<file path="config.mk">
export PLATFORM = sky130hd
export DESIGN_NAME = id_ex_stage
export DESIGN_NICKNAME = d
export VERILOG_FILES = /design/src/rtl/id_ex_stage_pkg.sv /design/src/rtl/id_ex_stage_hazard_detect.sv /design/src/rtl/id_ex_stage.sv
export SDC_FILE = /design/constraint.sdc
export NUM_CORES = 1
export LEC_CHECK = 0
export BUFFER_PORTS_ARGS = -buffer_cell sky130_fd_sc_hd__buf_2
export CAP_MARGIN = 20
export CORE_MARGIN = 2
export CORE_UTILIZATION = 43
export DETAILED_ROUTE_END_ITERATION = 8
export PLACE_DENSITY = 0.82
export RECOVER_POWER = 50
export SLEW_MARGIN = 10
export SYNTH_ARGS = -nofsm -noshare
export SYNTH_HDL_FRONTEND = slang
export SYNTH_SLANG_ARGS = --single-unit
</file>
<file path="constraint.sdc">
create_clock -name clk -period 2.6 [get_ports clk]
set_input_delay 0.52 -clock clk [delete_from_list [all_inputs] [get_ports clk]]
set_output_delay 0.52 -clock clk [all_outputs]
set_load 0.01 [all_outputs]
</file>
<file path="src/rtl/id_ex_stage_pkg.sv">
// ---------------------------------------------------------------------------
// id_ex_stage_pkg
// Shared opcode table and small decode helpers for the ID/EX pipeline stage.
// The stage and its hazard detector import the opcode constants from here,
// so this is the only place they are defined.
// Contents:
//   OP_RTYPE, OP_LW, OP_SW : 6-bit major opcodes
//   usesRt()               : instruction reads rt as a source operand
//   destOf()               : architectural destination register of an op
// ---------------------------------------------------------------------------
package id_ex_stage_pkg;

    localparam logic [5:0] OP_RTYPE = 6'h00;
    localparam logic [5:0] OP_LW    = 6'h23;
    localparam logic [5:0] OP_SW    = 6'h2B;

    // R-type reads rt as its second ALU source and stores read rt as the
    // store data. Every other opcode treats rt as a destination or ignores
    // it, so rt must not create a dependency for those.
    function automatic logic usesRt(input logic [5:0] op);
        return (op == OP_RTYPE) || (op == OP_SW);
    endfunction

    // Stores write no register; R-type writes rd; everything else writes rt.
    function automatic logic [4:0] destOf(input logic [5:0] op,
                                          input logic [4:0] rt,
                                          input logic [4:0] rd);
        if (op == OP_RTYPE) begin
            return rd;
        end else if (op == OP_SW) begin
            return 5'd0;
        end else begin
            return rt;
        end
    endfunction

endpackage

</file>
<file path="src/rtl/id_ex_stage_hazard_detect.sv">
// ---------------------------------------------------------------------------
// id_ex_stage_hazard_detect
// Purely combinational load-use hazard detector. Raises hz when the
// instruction in ID needs a register that the load currently in EX has not
// yet produced.
// Ports:
//   id_valid          in  : ID holds a real instruction
//   id_op             in  : ID opcode (selects whether rt is a source)
//   id_rs, id_rt      in  : ID source register specifiers
//   ex_valid          in  : EX holds a real instruction (not a bubble)
//   ex_mem_read       in  : EX instruction is a load
//   ex_dest           in  : EX destination register
//   hz                out : load-use hazard this cycle
// ---------------------------------------------------------------------------
module id_ex_stage_hazard_detect
    import id_ex_stage_pkg::*;
(
    input  logic       id_valid,
    input  logic [5:0] id_op,
    input  logic [4:0] id_rs,
    input  logic [4:0] id_rt,
    input  logic       ex_valid,
    input  logic       ex_mem_read,
    input  logic [4:0] ex_dest,
    output logic       hz
);

    logic rsMatch;
    logic rtMatch;

    // A bubble in EX must never stall, so ex_valid gates the whole term.
    // Register 0 is hard-wired, so a load targeting it produces nothing to
    // wait for.
    always_comb begin
        rsMatch = (id_rs == ex_dest);
        rtMatch = usesRt(id_op) && (id_rt == ex_dest);
        hz      = id_valid && ex_valid && ex_mem_read && (ex_dest != 5'd0)
                  && (rsMatch || rtMatch);
    end

endmodule

</file>
<file path="src/rtl/id_ex_stage.sv">
// ---------------------------------------------------------------------------
// id_ex_stage
// ID/EX pipeline register with load-use stall generation. Every clock edge
// either captures the decoded ID instruction or inserts a bubble; the stage
// latency is exactly one cycle.
// Parameters:
//   DW : datapath width (>= 17, immediate is sign-extended into it)
//   CW : width of the saturating stall counter
// Ports:
//   clk, rst                          : clock, synchronous active-high reset
//   id_valid, id_op, id_func          : ID instruction valid / opcode / funct
//   id_rs, id_rt, id_rd               : ID register specifiers
//   id_a, id_b                        : register-file values for rs / rt
//   id_imm                            : 16-bit immediate
//   flush                             : taken branch resolved in EX, kill ID
//   ex_valid, ex_op, ex_func          : registered instruction for EX
//   ex_rs, ex_rt                      : registered source specifiers
//   ex_a, ex_b, ex_imm                : registered operands (imm sign-extended)
//   ex_dest                           : destination register (0 = none)
//   ex_mem_read, ex_mem_write         : load / store
//   ex_reg_write                      : writes a register
//   stall_id                          : hold PC and IF/ID this cycle
//   stall_cnt                         : saturating count of load-use bubbles
// ---------------------------------------------------------------------------
module id_ex_stage
    import id_ex_stage_pkg::*;
#(
    parameter int DW = 32,
    parameter int CW = 16
) (
    input  logic          clk,
    input  logic          rst,
    input  logic          id_valid,
    input  logic [5:0]    id_op,
    input  logic [5:0]    id_func,
    input  logic [4:0]    id_rs,
    input  logic [4:0]    id_rt,
    input  logic [4:0]    id_rd,
    input  logic [DW-1:0] id_a,
    input  logic [DW-1:0] id_b,
    input  logic [15:0]   id_imm,
    input  logic          flush,
    output logic          ex_valid,
    output logic [5:0]    ex_op,
    output logic [5:0]    ex_func,
    output logic [4:0]    ex_rs,
    output logic [4:0]    ex_rt,
    output logic [DW-1:0] ex_a,
    output logic [DW-1:0] ex_b,
    output logic [DW-1:0] ex_imm,
    output logic [4:0]    ex_dest,
    output logic          ex_mem_read,
    output logic          ex_mem_write,
    output logic          ex_reg_write,
    output logic          stall_id,
    output logic [CW-1:0] stall_cnt
);

    logic          exValid_q,    exValid_d;
    logic [5:0]    exOp_q,       exOp_d;
    logic [5:0]    exFunc_q,     exFunc_d;
    logic [4:0]    exRs_q,       exRs_d;
    logic [4:0]    exRt_q,       exRt_d;
    logic [DW-1:0] exA_q,        exA_d;
    logic [DW-1:0] exB_q,        exB_d;
    logic [DW-1:0] exImm_q,      exImm_d;
    logic [4:0]    exDest_q,     exDest_d;
    logic          exMemRead_q,  exMemRead_d;
    logic          exMemWrite_q, exMemWrite_d;
    logic          exRegWrite_q, exRegWrite_d;
    logic [CW-1:0] stallCnt_q,   stallCnt_d;

    logic          hz;
    logic          loadBubble;
    logic [4:0]    idDest;

    // The hazard check looks at the registered EX state, so stall_id stays
    // meaningful (and reads 0) in the cycle right after reset.
    id_ex_stage_hazard_detect uHazard (
        .id_valid    (id_valid),
        .id_op       (id_op),
        .id_rs       (id_rs),
        .id_rt       (id_rt),
        .ex_valid    (exValid_q),
        .ex_mem_read (exMemRead_q),
        .ex_dest     (exDest_q),
        .hz          (hz)
    );

    // A flush kills the ID instruction outright, so there is nothing left
    // to hold: it overrides the stall and the bubble is not counted.
    // Data fields are captured even for bubbles; only the valid and
    // control bits are forced to zero, which keeps the data path mux-free.
    always_comb begin
        stall_id     = hz && !flush;
        loadBubble   = flush || hz || !id_valid;
        idDest       = destOf(id_op, id_rt, id_rd);

        exOp_d       = id_op;
        exFunc_d     = id_func;
        exRs_d       = id_rs;
        exRt_d       = id_rt;
        exA_d        = id_a;
        exB_d        = id_b;
        exImm_d      = {{(DW-16){id_imm[15]}}, id_imm};

        exValid_d    = 1'b0;
        exDest_d     = 5'd0;
        exMemRead_d  = 1'b0;
        exMemWrite_d = 1'b0;
        exRegWrite_d = 1'b0;

        if (!loadBubble) begin
            exValid_d    = 1'b1;
            exDest_d     = idDest;
            exMemRead_d  = (id_op == OP_LW);
            exMemWrite_d = (id_op == OP_SW);
            exRegWrite_d = (idDest != 5'd0) && (id_op != OP_SW);
        end

        stallCnt_d = stallCnt_q;
        if (stall_id && (stallCnt_q != {CW{1'b1}})) begin
            stallCnt_d = stallCnt_q + 1'b1;
        end
    end

    // Reset wipes the whole stage including any instruction that was being
    // stalled, so no bubble or stall state survives into the first cycle.
    always_ff @(posedge clk) begin
        if (rst) begin
            exValid_q    <= 1'b0;
            exOp_q       <= '0;
            exFunc_q     <= '0;
            exRs_q       <= '0;
            exRt_q       <= '0;
            exA_q        <= '0;
            exB_q        <= '0;
            exImm_q      <= '0;
            exDest_q     <= '0;
            exMemRead_q  <= 1'b0;
            exMemWrite_q <= 1'b0;
            exRegWrite_q <= 1'b0;
            stallCnt_q   <= '0;
        end else begin
            exValid_q    <= exValid_d;
            exOp_q       <= exOp_d;
            exFunc_q     <= exFunc_d;
            exRs_q       <= exRs_d;
            exRt_q       <= exRt_d;
            exA_q        <= exA_d;
            exB_q        <= exB_d;
            exImm_q      <= exImm_d;
            exDest_q     <= exDest_d;
            exMemRead_q  <= exMemRead_d;
            exMemWrite_q <= exMemWrite_d;
            exRegWrite_q <= exRegWrite_d;
            stallCnt_q   <= stallCnt_d;
        end
    end

    assign ex_valid     = exValid_q;
    assign ex_op        = exOp_q;
    assign ex_func      = exFunc_q;
    assign ex_rs        = exRs_q;
    assign ex_rt        = exRt_q;
    assign ex_a         = exA_q;
    assign ex_b         = exB_q;
    assign ex_imm       = exImm_q;
    assign ex_dest      = exDest_q;
    assign ex_mem_read  = exMemRead_q;
    assign ex_mem_write = exMemWrite_q;
    assign ex_reg_write = exRegWrite_q;
    assign stall_cnt    = stallCnt_q;

endmodule
</file>
# Yosys cells after proc, flatten, opt, wreduce, memory -nomap -nowiden
# Cells that the tools add are included.
[classes]
addsub = 1
eq_ne = 6
n_mux = 3
reduce_logical = 18
[ops]
columns = ["operator", "n"]
rows = [
  ["adder 16 x 1 -> 16 bit, second input constant", 1],
  ["!= test 16 bit, second input constant", 1],
  ["equality test 6 bit, second input constant", 2],
  ["equality test 5 bit", 2],
  ["two-way mux 5 bit", 2],
  ["nonzero test 5 bit", 2],
  ["logical AND 1 bit", 8],
  ["zero test 6 bit", 1],
  ["!= test 6 bit, second input constant", 1],
  ["logical OR 1 bit", 4],
  ["zero test 1 bit", 2],
  ["OR reduction 2 bit", 1],
  ["two-way mux 1 bit", 1],
]
[totals]
reg_bits = 127
in_bits = 111
output_inout_bits = 144
elab_cells = 41

# Logic depth before layout (Yosys ltp)
[logic_depth]
depth_word = 8
depth_mapped = 9
ltp_nobuf = 7

# By module
# A second synthesis with hierarchy kept.
[hier_totals]
cells_unflattened = 394
area_unflattened_um2 = 4207.8
[by_module_without_submodules]
columns = ["mod", "instances", "cells_each", "area_per_inst_um2", "seq_area_each_um2"]
rows = [
  ["id_ex_stage", 1, 374, 4050.1, 2542.4],
  ["id_ex_stage_hazard_detect", 1, 20, 157.7, 0.0],
]

# Least setup slack after synthesis
# Ideal clock, no wire load.
[synth_path]
kind = "input to output"
startpoint = "in id_op[1]"
endpoint = "out stall_id"
arrival_time_ns = 1.944
t_required_ns = 2.080
slack_ns = 0.136
path_stages = 5
n_path_buf = 0
cell_sequence = "nor4_4 > o21ai_2 > or4_4 > a21oi_2 > nor2b_1"
[synth_between]
elab_chain_len = 6
word_cells_on_any_way = 7
cone_classes = "eq/ne: 1; reduce/logical: 6"
[synth_lines]
columns = ["item", "line", "rtl"]
rows = [
  ["start, declared", "id_ex_stage.sv:34", "input logic [5:0] id_op,"],
  ["equality test 6 bit / zero test 6 bit (equally long branches)", "id_ex_stage_pkg.sv:21", "return (op == OP_RTYPE) || (op == OP_SW);"],
  ["logical OR 1 bit *", "id_ex_stage_pkg.sv:21", ""],
  ["logical AND 1 bit *", "id_ex_stage_hazard_detect.sv:36", "rtMatch = usesRt(id_op) && (id_rt == ex_dest);"],
  ["logical OR 1 bit *", "id_ex_stage_hazard_detect.sv:38", "&& (rsMatch || rtMatch);"],
  ["logical AND 1 bit *", "id_ex_stage_hazard_detect.sv:38", ""],
  ["logical AND 1 bit *", "id_ex_stage.sv:95", "stall_id = hz && !flush;"],
  ["end, declared", "id_ex_stage.sv:55", "output logic stall_id,"],
]
# Mark *: on every way between the ends. The rest lies on a longest branch, timed or not.

# Worst setup path after layout
[layout_path]
startpoint = "in id_op[0]"
endpoint = "out stall_id"
# The elaborated chain is that of the path after synthesis.

==> results_dict.tcl <==
set metrics [dict create \
    cellLeakagePower_nw 2.88 \
    clock_sinks 127 \
    ioPinCount 255 \
    ctsHoldBuffers 0 \
    grt_overflow 0 \
    grt_pass1_vias 3302 \
    start_util 0.435 \
    ant_nets 0 \
    finalPower_mw 4.65 \
    hold_violations 0 \
    synth_seq_cells 127 \
    root_buffer "clkbuf_8" \
    drt_iter0_drc 37 \
    coreArea_mm2 0.00964 \
    die_area_mm2 0.0106 \
    path_max_fanout 4 \
    h-tree-depth 4 \
    grt_max_degree 74 \
    hold-path-cell-count 2 \
    final_net_count 740 \
    grt_pass1_wl_um 15100 \
    cts_buffers 17 \
    required_ns 2.08 \
    crit_slowest_cell "or4_4" \
    r2r-end "stall_cnt[4]" \
    path_class "input pin to output port" \
    cts_tree "done" \
    die_y_um 103 \
    firstDrtPassIters 4 \
    fill_cells 843 \
    hp-start "id_a[16]" \
    syn_inst 384 \
    num_rows 36 \
    synth_edf_count 0 \
    place_congestion 0.815 \
    setup_viol 0 \
    period_needed_ns 2.56 \
    yosysUniqueCellTypes 40 \
    whs_endpoint "ex_a[16]" \
    synth-main-ff-cell "dfxtp_1" \
    cpMostUsedCell "buf_2" \
    synth_top_family_by_area "simple AND/OR/NAND/NOR gates" \
    power.density_cell_area_mw_per_mm2 772 \
    drive_gt1_frac 0.421 \
    synth_xor_area_frac 0.0271 \
    path_clk_slew_ns 0.06 \
    clk_latency_ns 0.51 \
    finalCritPeriodShare 0.986 \
    finalSetupTns_ns 0 \
    worstPathCellList "buf_2 -> nor4_4 -> o21ai_2 -> or4_4 -> a21oi_4 -> nor2b_1 -> buf_2" \
    wl_per_cell_um 13.6 \
    io_buffers 254 \
    antenna_found_initial 2 \
    clk_path_buf_depth 2 \
    wl_um 10500 \
    placed_area_mm2 0.00549 \
    syn_area_mm2 0.00420 \
    r2r_cells 8 \
    hold_ws_ns 0.213 \
    skew_ns 0.00768 \
    cp-end-kind "output port" \
    synthToLayoutAreaGrowth_pct 43.7 \
    fin_ws_ns 0.0360 \
    rsz0062_at_grt "true" \
    yosys.area_share.simple 0.247 \
    cap_violations 0 \
    seq_area_frac_synth 0.606 \
    stdcell_area_mm2 0.00603 \
    num_vias 3531 \
    synth_compound_area_frac 0.0456 \
    slew_headroom 0.104 \
    synth_fa_ha_area_frac 0.00298 \
    pre_cts_slack_ns -0.00799 \
    start_kind "input pin" \
    grt_usage 0.189 \
    slew_violations 0 \
    dp_hpwl_um 7990 \
    async_reset_ff_frac 0 \
    clock.fmax_mhz 390 \
    die_x_um 103 \
    critical_path_arrival_ns 2.04 \
    syn_avg_cell_area_um2 10.9 \
    outcome "finished, final reports clean" \
    r2r_slack_ns 0.30 \
    irDropWorstVdd_mv 0.319 \
    worst_path_largest_cell_delay_ns 0.59 \
    max_slew.worst_pin.slew_ns 1.34 \
    ys.warnings.count 0 \
    viasPerCell 4.55 \
    drc 0 \
    synthMuxAreaShare 0.0212 \
    rr_startpoint "stall_cnt[0]" \
    syn-num-nets 496 \
    hold_path_class "input pin to flip-flop" \
]
==> cell type report <==
| type | instances | area (µm²) | share of cell area |
|---|---|---|---|
| tap | 133 | 166 | 0.0276 |
| clock inverter | 13 | 140 | 0.0232 |
| multi-input combinational | 219 | 1450 | 0.240 |
| inverter | 3 | 11.3 | 0.00187 |
| sequential | 127 | 2550 | 0.422 |
| clock buffer | 19 | 432 | 0.0716 |
| antenna | 2 | 5.00 | 0.000830 |
| timing repair buffer | 260 | 1280 | 0.212 |
==> what timing repair did <==
item / 4_1_cts / 5_1_grt
setup buffers: 0 / 1
pin swaps: 2 / 1
resized for setup: 4 / 2
setup endpoints to repair: 1 / 1
==> placed cells by master, fill, tap and decap left out, types with 3 or more instances in the layout <==
master      synthesis  layout
nand4_1             6       6
a31o_2              3       3
inv_1               3       3
buf_4              16       5
a211oi_1            3       3
and2_1              3       3
dfxtp_2             0       3
clkinvlp_4          0       4
mux2_1              7       7
clkbuf_1           15      34
clkinv_2            0       3
dfxtp_1           127     124
clkbuf_16           0      16
clkinv_4            0       3
xor2_1              5       5
a21oi_1             5       5
a22oi_1             5       5
buf_2               1     219
or4_1               3       3
nor2b_1           110     110
xnor2_1             8       8
and3_1              5       5
nor2_1             23      23
nand2b_1            3       3
nand3_1             6       6
nand2_1             3       3
==> worst max path at each step <==
stage,slack (ns),startpoint,cells past startpoint,end
final,0.04,id_op[0],7,stall_id
after global routing,-0.04,ex_dest[3],6,stall_id
after CTS,0.0001,ex_dest[4],6,stall_id
after detailed placement,-0.008,id_op[1],7,stall_id
after global placement,-0.006,id_op[1],7,stall_id
after floorplan,0.14,id_op[1],5,stall_id
==> Yosys cell counts (all sizes together) (4+ instances only) <==
library cell	instances	area, µm²
a22oi	5	37.5
mux2	7	78.8
a21oi	7	50.1
nand4	6	37.5
nor2b	110	688
xnor2	8	70.1
dfxtp	127	2540
xor2	5	43.8
buf	20	144
nand3	6	30.0
nor2	23	86.3
clkbuf	15	56.3
or4	4	33.8
and3	5	31.3
==> power by group <==
| part | internal, mW | total [mW] | switching (mW) | leakage (nW) |
|---|---|---|---|---|
| sequential | 2.04 | 2.06 | 0.0265 | 1.05 |
| clock | 1.39 | 2.24 | 0.850 | 0.270 |
| combinational | 0.173 | 0.352 | 0.179 | 1.56 |
==> stage by stage <==
stage,cells,util
finish,776,0.625
CTS,773,0.629
floorplan,384,-
global placement,741,0.569
detailed placement,741,0.569
global route,776,0.625
==> kinds of logic after synthesis <==
group                    Yosys count
XOR/XNOR                          13
multiplexers                       8
flip-flops                       127
AO/OA/AOI/OAI                     25
adder cells (fa/ha/maj)            1
buffers and inverters             38
AND/OR/NAND/NOR                  172
==> sequential cells by signal, summed over array words and instances, names as in the netlist <==
signal        count
ex_op             6
stall_cnt        16
ex_mem_write      1
ex_b             32
ex_mem_read       1
ex_a             32
ex_dest           5
ex_reg_write      1
ex_func           6
ex_valid          1
ex_rt             5
ex_rs             5
ex_imm           16
==> critical path: cells and delay by family <==
family                 cells  cell delay (ns)
and+or+nand+nor            3             1.00
buffers and inverters      2             0.27
AOI/OAI and AO/OA          2             0.25
==> metal layers <==
layer,part of all wire,track usage,routed length (µm),vias up
met3,0.070,0.0597,740,21
met2,0.53,0.339,5550,166
li1,-,-,-,1721
met1,0.38,0.198,4000,1623
met5,0,0,0,-
met4,0.021,0.0972,222,0
Power figures use the tool's default switching activity.
